[src/rtl/maxpool_rowbuf.sv]
`default_nettype none
// ---------------------------------------------------------------------------
// maxpool_rowbuf: second (vertical) stage of 2x2 max pooling via a line buffer
// Revision: 1.0
// ---------------------------------------------------------------------------
module maxpool_rowbuf #(
  parameter int M = 16,
  parameter int W = 14,
  parameter int H = 28
) (
  input  logic         clk,
  input  logic         Rst_n,
  input  logic         clear,
  input  logic [M-1:0] din,
  input  logic         valid_in,
  output logic [M-1:0] result,
  output logic         valid_out,
  output logic         frame_done
);

  localparam int CW = (W > 1) ? $clog2(W) : 1;
  localparam int RW = (H > 1) ? $clog2(H) : 1;
  localparam logic [CW-1:0] COL_LAST = CW'(W - 1);
  localparam logic [RW-1:0] ROW_LAST = RW'(H - 1);

  typedef enum logic [0:0] {
    FILL    = 1'b0,
    COMPARE = 1'b1
  } state_t;

  state_t         state_q, state_d;
  logic [CW-1:0]  col_q, col_d;
  logic [RW-1:0]  row_q, row_d;
  logic [M-1:0]   result_q, result_d;
  logic           valid_out_q, valid_out_d;
  logic           frame_done_q, frame_done_d;

  logic [M-1:0]   line_buf [W];
  logic [M-1:0]   buf_rd;
  logic           col_wrap;
  logic           buf_we;

  assign buf_rd   = line_buf[col_q];
  assign col_wrap = (col_q == COL_LAST);
  assign buf_we   = valid_in && !clear && (state_q == FILL);

  always_comb begin
    state_d      = state_q;
    col_d        = col_q;
    row_d        = row_q;
    result_d     = '0;
    valid_out_d  = 1'b0;
    frame_done_d = 1'b0;
    if (clear) begin
      state_d = FILL;
      col_d   = '0;
      row_d   = '0;
    end else if (valid_in) begin
      col_d = col_wrap ? '0 : col_q + 1'b1;
      if (col_wrap) begin
        row_d   = (row_q == ROW_LAST) ? '0 : row_q + 1'b1;
        state_d = (state_q == FILL) ? COMPARE : FILL;
      end
      if (state_q == COMPARE) begin
        // Ties resolve to the incoming sample.
        result_d     = (buf_rd > din) ? buf_rd : din;
        valid_out_d  = 1'b1;
        frame_done_d = col_wrap && (row_q == ROW_LAST);
      end
    end
  end

  always_ff @(posedge clk or negedge Rst_n) begin
    if (!Rst_n) begin
      state_q      <= FILL;
      col_q        <= '0;
      row_q        <= '0;
      result_q     <= '0;
      valid_out_q  <= 1'b0;
      frame_done_q <= 1'b0;
    end else begin
      state_q      <= state_d;
      col_q        <= col_d;
      row_q        <= row_d;
      result_q     <= result_d;
      valid_out_q  <= valid_out_d;
      frame_done_q <= frame_done_d;
    end
  end

  // Storage is deliberately unreset: every entry is rewritten in FILL before use.
  always_ff @(posedge clk) begin
    if (buf_we) begin
      line_buf[col_q] <= din;
    end
  end

  assign result     = result_q;
  assign valid_out  = valid_out_q;
  assign frame_done = frame_done_q;

endmodule
`default_nettype wire

[config.mk]
export PLATFORM = sky130hd
export DESIGN_NAME = maxpool_rowbuf
export DESIGN_NICKNAME = d
export VERILOG_FILES = /design/src/rtl/maxpool_rowbuf.sv
export SDC_FILE = /design/constraint.sdc
export NUM_CORES = 1
export LEC_CHECK = 0
export CAP_MARGIN = 20
export CORE_MARGIN = 3
export CORE_UTILIZATION = 51
export CTS_BUF_LIST = sky130_fd_sc_hd__clkbuf_8
export DETAILED_ROUTE_END_ITERATION = 8
export PLACE_DENSITY = 0.68
export SYNTH_ARGS = -nofsm -noshare
export SYNTH_HDL_FRONTEND = slang
export SYNTH_SLANG_ARGS = --single-unit
[constraint.sdc]
create_clock -name clk -period 6.3 [get_ports clk]
set_input_delay 1.575 -clock clk [delete_from_list [all_inputs] [get_ports clk]]
set_output_delay 1.575 -clock clk [all_outputs]
set_load 0.02 [all_outputs]
Yosys cells after proc, flatten, opt, wreduce, memory -nomap -nowiden
Memory sizes are Yosys's and may differ from the RTL's.
Index checks and enable logic that the tools add are counted.
- bits in registers: 28
- latch bits: 0
- memory bits (writable): 224
- memory bits (read-only): 0
- input port bits: 20
- output and inout port bits: 18
- memories: 1
- add/sub/neg operators: 2
- $mul: 0
- divide/modulo/power cells: 0
- order comparisons: 1
- eq/ne operators: 2
- shifts and indexed selects: 0
- mux-type cells: 23
- bitwise logic cells: 1
- reductions and logical operators: 7
- memories (memory ; words ; bits a word ; read ports ; clocked after Yosys merged registers in ; write ports ; line ; source):
    line_buf ; 14 ; 16 ; 1 ; 0 ; 1 ; 38 ; logic [M-1:0] line_buf [W];
- operators by type and width (operator ; number):
    2-to-1 mux 16 bit ; 4
    2-to-1 mux 5 bit ; 4
    > comparator 16 bit ; 1
    2-to-1 mux 1 bit ; 12
    2-to-1 mux 4 bit ; 3
    adder 5 x 1 -> 5 bit (second input constant) ; 1
    == test 5 bit (second input constant) ; 1
    adder 4 x 1 -> 4 bit (second input constant) ; 1
    == test 4 bit (second input constant) ; 1
    nonzero test 2 bit ; 2
    logical AND 1 bit ; 3
    AND reduction 2 bit ; 1
    zero test 1 bit ; 1
    NOT 1 bit ; 1

Longest topological paths before layout
Gate-level depths: netlist of the first run.
An unclocked memory read counts as a cell.
- depth in word-level cells: 6
- mapped depth: 14

Worst setup path after synthesis of the first run
Ideal clock, no wire load.
- path kind: input to register
- from: input port clear
- to: memory line_buf[12][0], enable pin
- setup time: 388 ps
- data arrival time: 2830 ps
- required time: 5912 ps
- setup slack: 3081 ps
- stages: 4
- cell sequence: nor2_1 -> nand2_1 -> or3_1 -> nor2_1
- cells in the longest elaborated chain, start to end: 5
- RTL lines (item ; line ; source):
    start: declaration ; 13 ; input logic clear,
    zero test 1 bit ; 45 ; assign buf_we = valid_in && !clear && (state_q == FILL);
    logical AND 1 bit (2 in series) ; 45 ;
    2-to-1 mux 1 bit ; 93 ; if (buf_we) begin
    2-to-1 mux 1 bit (not written as such) ; 94 ; line_buf[col_q] <= din;
    end: declaration ; 38 ;
No other way between the ends.

Final worst setup path of the first run
- from: register col_q[0]
- to: register result_q[10], in the netlist result[10]
- cells in the longest elaborated chain, start to end: 6
- RTL lines (item ; line ; source):
    start: declaration ; 32 ; logic [CW-1:0] col_q, col_d;
    start signal: assignment ; 83 ; col_q <= col_d;
    memory (14 x 16 bit) * ; - ;
    > comparator 16 bit ; 66 ; result_d = (buf_rd > din) ? buf_rd : din;
    2-to-1 mux 16 bit * ; 66 ;
    2-to-1 mux 16 bit * ; 64 ; if (state_q == COMPARE) begin
    2-to-1 mux 16 bit * ; 58 ; end else if (valid_in) begin
    2-to-1 mux 16 bit * ; 54 ; if (clear) begin
    via result_d[10] ; 34 ; logic [M-1:0] result_q, result_d;
    end signal: assignment ; 85 ; result_q <= result_d;
    end: declaration ; 34 ;
Mark *: on every way through the listed nets, which the timed path passes. The rest lies on a longest branch.
A chain may end at the register's enable or synchronous reset.

==> results of run 1 <==
[through the flow]
stage	power [W]	util, %	cells	hold WS (ps)	instance area [um2]
after floorplan	0.00206	-	573	484	10300
after global placement	0.00212	56.0	867	501	11000
after detailed placement	0.00213	56.0	867	552	11000
after CTS	0.00346	59.9	940	562	11800
after global routing	0.00356	59.9	940	583	11800
final	0.00342	59.9	940	561	11800
[layer usage]
| layer | part of all wire, % | global-route usage [%] | up-vias |
|---|---|---|---|
| li1 | - | - | 2411 |
| met3 | 7.1 | 4.72 | 42 |
| met2 | 49 | 32.6 | 204 |
| met5 | 0 | 0 | - |
| met1 | 42 | 28.1 | 2795 |
| met4 | 2.6 | 7.25 | 0 |
[critical path, cell delays in order (launching register included)]
cell	delay, ps
dfrtp_4	1080
buf_4	460
mux4_2	550
nand2_1	80
a21oi_1	110
ha_1	330
nand4_1	170
nor3_1	280
a21boi_0	250
o31a_1	830
mux2i_1	300
[final cells by class]
type | count | area, um2
inverter | 18 | 67.6
timing repair buffer | 59 | 536
clock buffer | 41 | 564
fill | 1488 | 7870
multi-input combinational | 273 | 2640
sequential | 252 | 7430
clock inverter | 32 | 214
tap | 265 | 332
[power groups by stage]
stage | combinational (W) | clock (W) | sequential (W)
finish | 0.000233 | 0.00133 | 0.00186
global route | 0.000254 | 0.00144 | 0.00186
CTS | 0.000234 | 0.00136 | 0.00186
detailed placement | 0.000233 | 0 | 0.00190
global placement | 0.000229 | 0 | 0.00190
floorplan | 0.000186 | 0 | 0.00187
[flip-flops by register name, summed over array words and instances (netlist names)]
| signal | count |
|---|---|
| line_buf | 224 |
| result | 16 |
| row_q | 5 |
| col_q | 4 |
| frame_done | 1 |
| state_q | 1 |
| valid_out | 1 |
[layout by cell type (no fill, tap or decap), types with 2 or more instances in the layout]
cell / synthesis / routed
dfrtp_1: 28 / 26
inv_1: 18 / 33
clkinv_2: 0 / 2
clkbuf_8: 0 / 41
nand3_1: 6 / 6
o21ai_0: 3 / 3
and2_1: 2 / 2
nand4b_1: 2 / 2
mux4_2: 39 / 39
nand2_1: 52 / 52
nand2b_1: 2 / 2
mux2_2: 15 / 15
buf_4: 0 / 22
nand3b_1: 2 / 2
clkdlybuf4s50_1: 0 / 37
mux2i_1: 26 / 26
nor2_1: 22 / 22
nor2b_1: 2 / 2
ha_1: 17 / 17
clkinvlp_4: 0 / 2
nand4_1: 5 / 5
a21oi_1: 33 / 33
edfxtp_1: 224 / 224
clkinv_1: 0 / 9
o211ai_1: 2 / 2
o22ai_1: 15 / 15
mux4_1: 9 / 9
a311oi_1: 2 / 2
bufinv_16: 0 / 3
[logic make-up after synthesis]
logic type / after synthesis
and+or+nand+nor: 104
buffers and inverters: 48
muxes: 89
xor gates and xnor gates: 1
adders and majority gates: 17
DFF: 252
AOI/OAI and AO/OA: 62
[path summary, 6_finish.rpt]
check / from / endpoint / slack (ps) / cells past startpoint
worst max-delay path: col_q[0] / result[10] / 1690 / 10
worst min-delay path: row_q[3] / row_q[3] / 560 / 1
worst max register to register: col_q[0] / result[10] / 1690 / 10
worst min register to register: row_q[3] / row_q[3] / 560 / 1
max in group asynchronous: Rst_n / col_q[0] / 4580 / 2
min in group asynchronous: Rst_n / result[11] / 1420 / 2
==> impl_metrics.yaml, run 1 <==
placement:
  place_ws_ps: 1530
  dp_hpwl_um: 13100
  place_congestion: 0.804
  io_buffers: 37
global_route:
  grt_usage_pct: 20.4
  antenna_found_initial: 0
  grt_pass1_wl_um: 33400
  grt_pass1_vias: 5731
  grt_remaining_overflow: 0
  grt_max_degree: 58
clocking:
  ctsHoldBuffers: 0
  cts_htree_levels: 2
  postCtsResizedCells: 0
  cts_tree: "yes"
  cts_root_buf: "clkbuf_8"
  cts_buffers: 40
  clock-sinks: 252
  cts_setup_buffers: 0
  clkLatencyLatePin_ps: 540
  clkTransAtPathRegs_ps: 60
  clock_path_buffers: 3
power_and_ir_drop:
  ir_worst_vdd_mv: 0.133
  cell_internal_pwr_w: 0.00268
  p_per_area_mw_per_mm2: 290
  combinationalPowerShare_pct: 6.8
  p_seq_share_pct: 54.4
  p_switching_w: 0.000744
  p_leak_nw: 4.04
  clockPowerShare_pct: 38.8
  p_sw_share_pct: 21.7
logic_synthesis:
  synth_area_leaders: "edfxtp_1 65%, mux4_2 8.5%, dfrtp_1 6.8%, mux2i_1 2.5%, mux4_1 2.3%"
  synth.mux.area_fraction_pct: 14.9
  synthAdderAreaFrac_pct: 2.06
  synth.most_common_cell: "edfxtp_1"
  syn-instance-count: 573
  seq_area_frac_synth_pct: 71.9
  ys_seq_elements: 252
  synth.avg_cell_area_um2: 18.0
  synth_edf_count: 224
  synthArstFlopShare_pct: 11.1
  yosysTopAreaCellShare_pct: 65.1
  synthTopCellsByCount: "224 x edfxtp_1, 52 x nand2_1, 39 x mux4_2"
  synth_compound_area_share_pct: 3.54
  netlist_area_mm2: 0.0103
  yosysWarnings: 0
  synthSimpleGateAreaFrac_pct: 4.82
  synth_top_family_by_area: "multiplexers"
  synth_top_cell_by_area: "edfxtp_1"
  synth_cell_types: 44
  synthFlopType: "edfxtp_1"
  syn-num-nets: 610
  synthXorXnorAreaFrac_pct: 0.0848
floorplan:
  die_h_um: 148
  die_w_um: 148
  start_util_pct: 52.6
  core_area_mm2: 0.0197
  die_area_mm2: 0.0220
  io_pins: 38
  core.rowCount: 51
sta:
  slew_violations: 0
  maxSlewHeadroom_pct: 32.0
  tightest_slew_ps: 1020
  finalCritPeriodShare_pct: 73.1
  tns_ps: 0
  final-setup-viol-count: 0
  worst_slack_ps: 1690
  fin_worst_skew_ps: 23.5
  fmax_ghz: 0.217
  post-route-min-period_ps: 4610
  rsz0062_at_grt: "no"
  finalHoldViolCount: 0
finish:
  antenna_cells: 0
  nNetsFinal: 681
  syn_to_final_growth_pct: 14.0
  final_layout_size_suffix_gt1_share_pct: 19.4
worst_hold_path:
  holdCritPathClass: "reg -> reg"
detailed_routing:
  ant_nets: 0
  routed_via_density: 5.80
  drtPass1Iterations: 5
  first_iter_violations: 554
  wire_per_inst_um: 22.8
  vias: 5452
  routed_wl_um: 21500
  drcViolationCount: 0
setup_path:
  crit_fanout: 57
  crit_path_end_kind: "flip-flop"
  crit_arrival_ps: 5050
  worstPathRequired_ps: 6740
  setup.worst_path.start_class: "flip-flop"
  crit_type: "reg -> reg"
outcome:
  run_status: "complete, no violations"
job:
  drv_cap: 0
No activity file was read; power rests on OpenSTA's default activity.
==> run 2, diff against run 1 <==
PLACE_DENSITY = 0.71   (was 0.68)
clock period = 3.8 ns   (was 6.3 ns; I/O delays follow)
==> run 2 against run 1 <==
Compared with the run above: total power rose by 64%; register-to-register slack got worse by 1400 ps; critical path depth rose by 1; sequential cell count did not move; largest power group unchanged.
==> impl_metrics.yaml, run 2 (synthesis gave the netlist of run 1 again) <==
finish:
  syn_to_final_growth_pct: 16.4
  largest_reg_flops: 224
  regMostFlops: "line_buf"
  nNetsFinal: 710
  antenna_cells: 0
  fillers: 1469
  final_layout_size_suffix_gt1_share_pct: 23.2
  mostFrequentLayoutCell: "edfxtp_1"
  most-common-layout-cells: "224 x edfxtp_1, 52 x nand2_1, 44 x clkbuf_8, 44 x buf_4, 39 x mux4_2"
setup_path:
  reg2reg_depth: 11
  max_stage_delay_ps: 640
  setup.worst_path.start_class: "flip-flop"
  crit_top_cell: "buf_12"
  worstPathRequired_ps: 4240
  crit_type: "reg -> reg"
  crit_chain: "buf_12, mux4_2, o22ai_1, a21oi_1, ha_1, nand4_1, nor3_1, a21boi_0, o31a_1, buf_12, mux2i_1"
  crit_arrival_ps: 3980
  crit_slowest_cell: "dfrtp_4"
  crit_path_end_kind: "flip-flop"
  crit_fanout: 17
global_route:
  antenna_found_initial: 0
  grt_pass1_wl_um: 35300
  grt_remaining_overflow: 0
  grt_max_degree: 35
  grt_usage_pct: 21.6
  grt_pass1_vias: 5940
worst_hold_path:
  min_path_cells: 1
  holdCritPathClass: "reg -> reg"
detailed_routing:
  wire_per_inst_um: 24.0
  routed_wl_um: 23000
  routed_via_density: 5.90
  ant_nets: 0
  first_iter_violations: 519
  drtPass1Iterations: 5
  drcViolationCount: 0
  vias: 5652
floorplan:
  io_pins: 38
  core.rowCount: 51
  start_util_pct: 52.6
  die_w_um: 148
  die_h_um: 148
  die_area_mm2: 0.0220
  core_area_mm2: 0.0197
placement:
  io_buffers: 37
  place_congestion: 0.880
  dp_hpwl_um: 14800
power_and_ir_drop:
  p_per_area_mw_per_mm2: 466
  p_leak_nw: 4.16
  ir_worst_vdd_mv: 0.228
  combinationalPowerShare_pct: 8.3
  cell_internal_pwr_w: 0.00438
  clockPowerShare_pct: 37.0
  p_seq_share_pct: 54.6
  p_switching_w: 0.00123
  p_sw_share_pct: 21.9
job:
  drv_cap: 0
clocking:
  clkTransAtPathRegs_ps: 70
  clkLatencyLatePin_ps: 530
  ctsHoldBuffers: 0
  clock_path_buffers: 3
  cts_buffers: 39
  cts_root_buf: "clkbuf_8"
  cts_tree: "yes"
  clock-sinks: 252
  cts_htree_levels: 2
sta:
  finalCritPeriodShare_pct: 93.1
  fmax_ghz: 0.283
  fin_worst_skew_ps: 37.3
  tns_ps: 0
  rsz0062_at_grt: "no"
  hold_ws_ps: 560
  final-setup-viol-count: 0
  tightest_slew_ps: 647
  maxSlewHeadroom_pct: 56.8
  post-route-min-period_ps: 3540
  finalHoldViolCount: 0
  slew_violations: 0
outcome:
  run_status: "complete, no violations"
==> run 2: cell types whose count changed in the layout (fill, tap and decap cells not counted) <==
cell and delta:
buf_4 +22, buf_12 +7, clkinv_1 -6, inv_1 -6, clkbuf_8 +3, bufinv_16 -2, buf_8 +1, clkinv_2 +1
clkinvlp_4 -1, inv_6 -1
==> run 2: layout make-up <==
cell class,instances,area (um2),area share (%)
inverters,18,67.6,0.562
multi-input cells,273,2640,21.9
clock buffers,44,606,5.04
flip-flops and latches,252,7430,61.8
repair buffers,89,856,7.12
clock inverters,17,97.6,0.812
well taps,265,332,2.76
==> run 2: power groups by stage <==
stage	Sequential, W	Clock [W]	Combinational (W)
after global placement	0.00312	0	0.000446
after floorplan	0.00310	0	0.000308
after detailed placement	0.00312	0	0.000457
after global routing	0.00306	0.00225	0.000502
final	0.00306	0.00207	0.000468
after CTS	0.00307	0.00212	0.000459
==> run 2: through the flow <==
step                worst slack (ps)  power [W]  area [um2]  utilization, %  cells
finish                           262    0.00560       12000            61.2    958
global route                    49.5    0.00581       12000            61.2    958
CTS                              152    0.00565       12000            61.1    957
detailed placement               179    0.00358       11300            57.5    896
global placement                 265    0.00357       11300            57.5    896
floorplan                        885    0.00341       10300               -    573
==> run 2: critical path, delay by kind of cell (launching register included) <==
kind | cells | cell delay (ps)
AOI/OAI and AO/OA | 4 | 860
muxes | 2 | 750
DFF | 1 | 640
buffers and inverters | 2 | 410
and+or+nand+nor | 2 | 400
adders and majority gates | 1 | 370
==> run 2: repair_timing <==
action | 4_1_cts | 5_1_grt
gates resized for setup | 0 | 0
endpoints found under the setup margin | 0 | 16
setup buffers | 0 | 1
==> run 2: final timing paths <==
check | slack (ps) | startpoint | endpoint
setup / recovery | 260 | col_q[0] | result[5]
hold / removal | 560 | row_q[3] | row_q[3]
setup reg to reg | 260 | col_q[0] | result[5]
hold reg to reg | 560 | row_q[3] | row_q[3]
max in group asynchronous | 2730 | Rst_n | col_q[0]
min in group asynchronous | 790 | Rst_n | col_q[0]
==> run 2: per-layer routing <==
metal	GRT usage [%]	wire [um]	vias to the layer above
met5	0	0	-
met3	4.88	1980	50
met1	30.3	9410	2869
met4	6.93	626	0
li1	-	-	2465
met2	34.2	11000	268
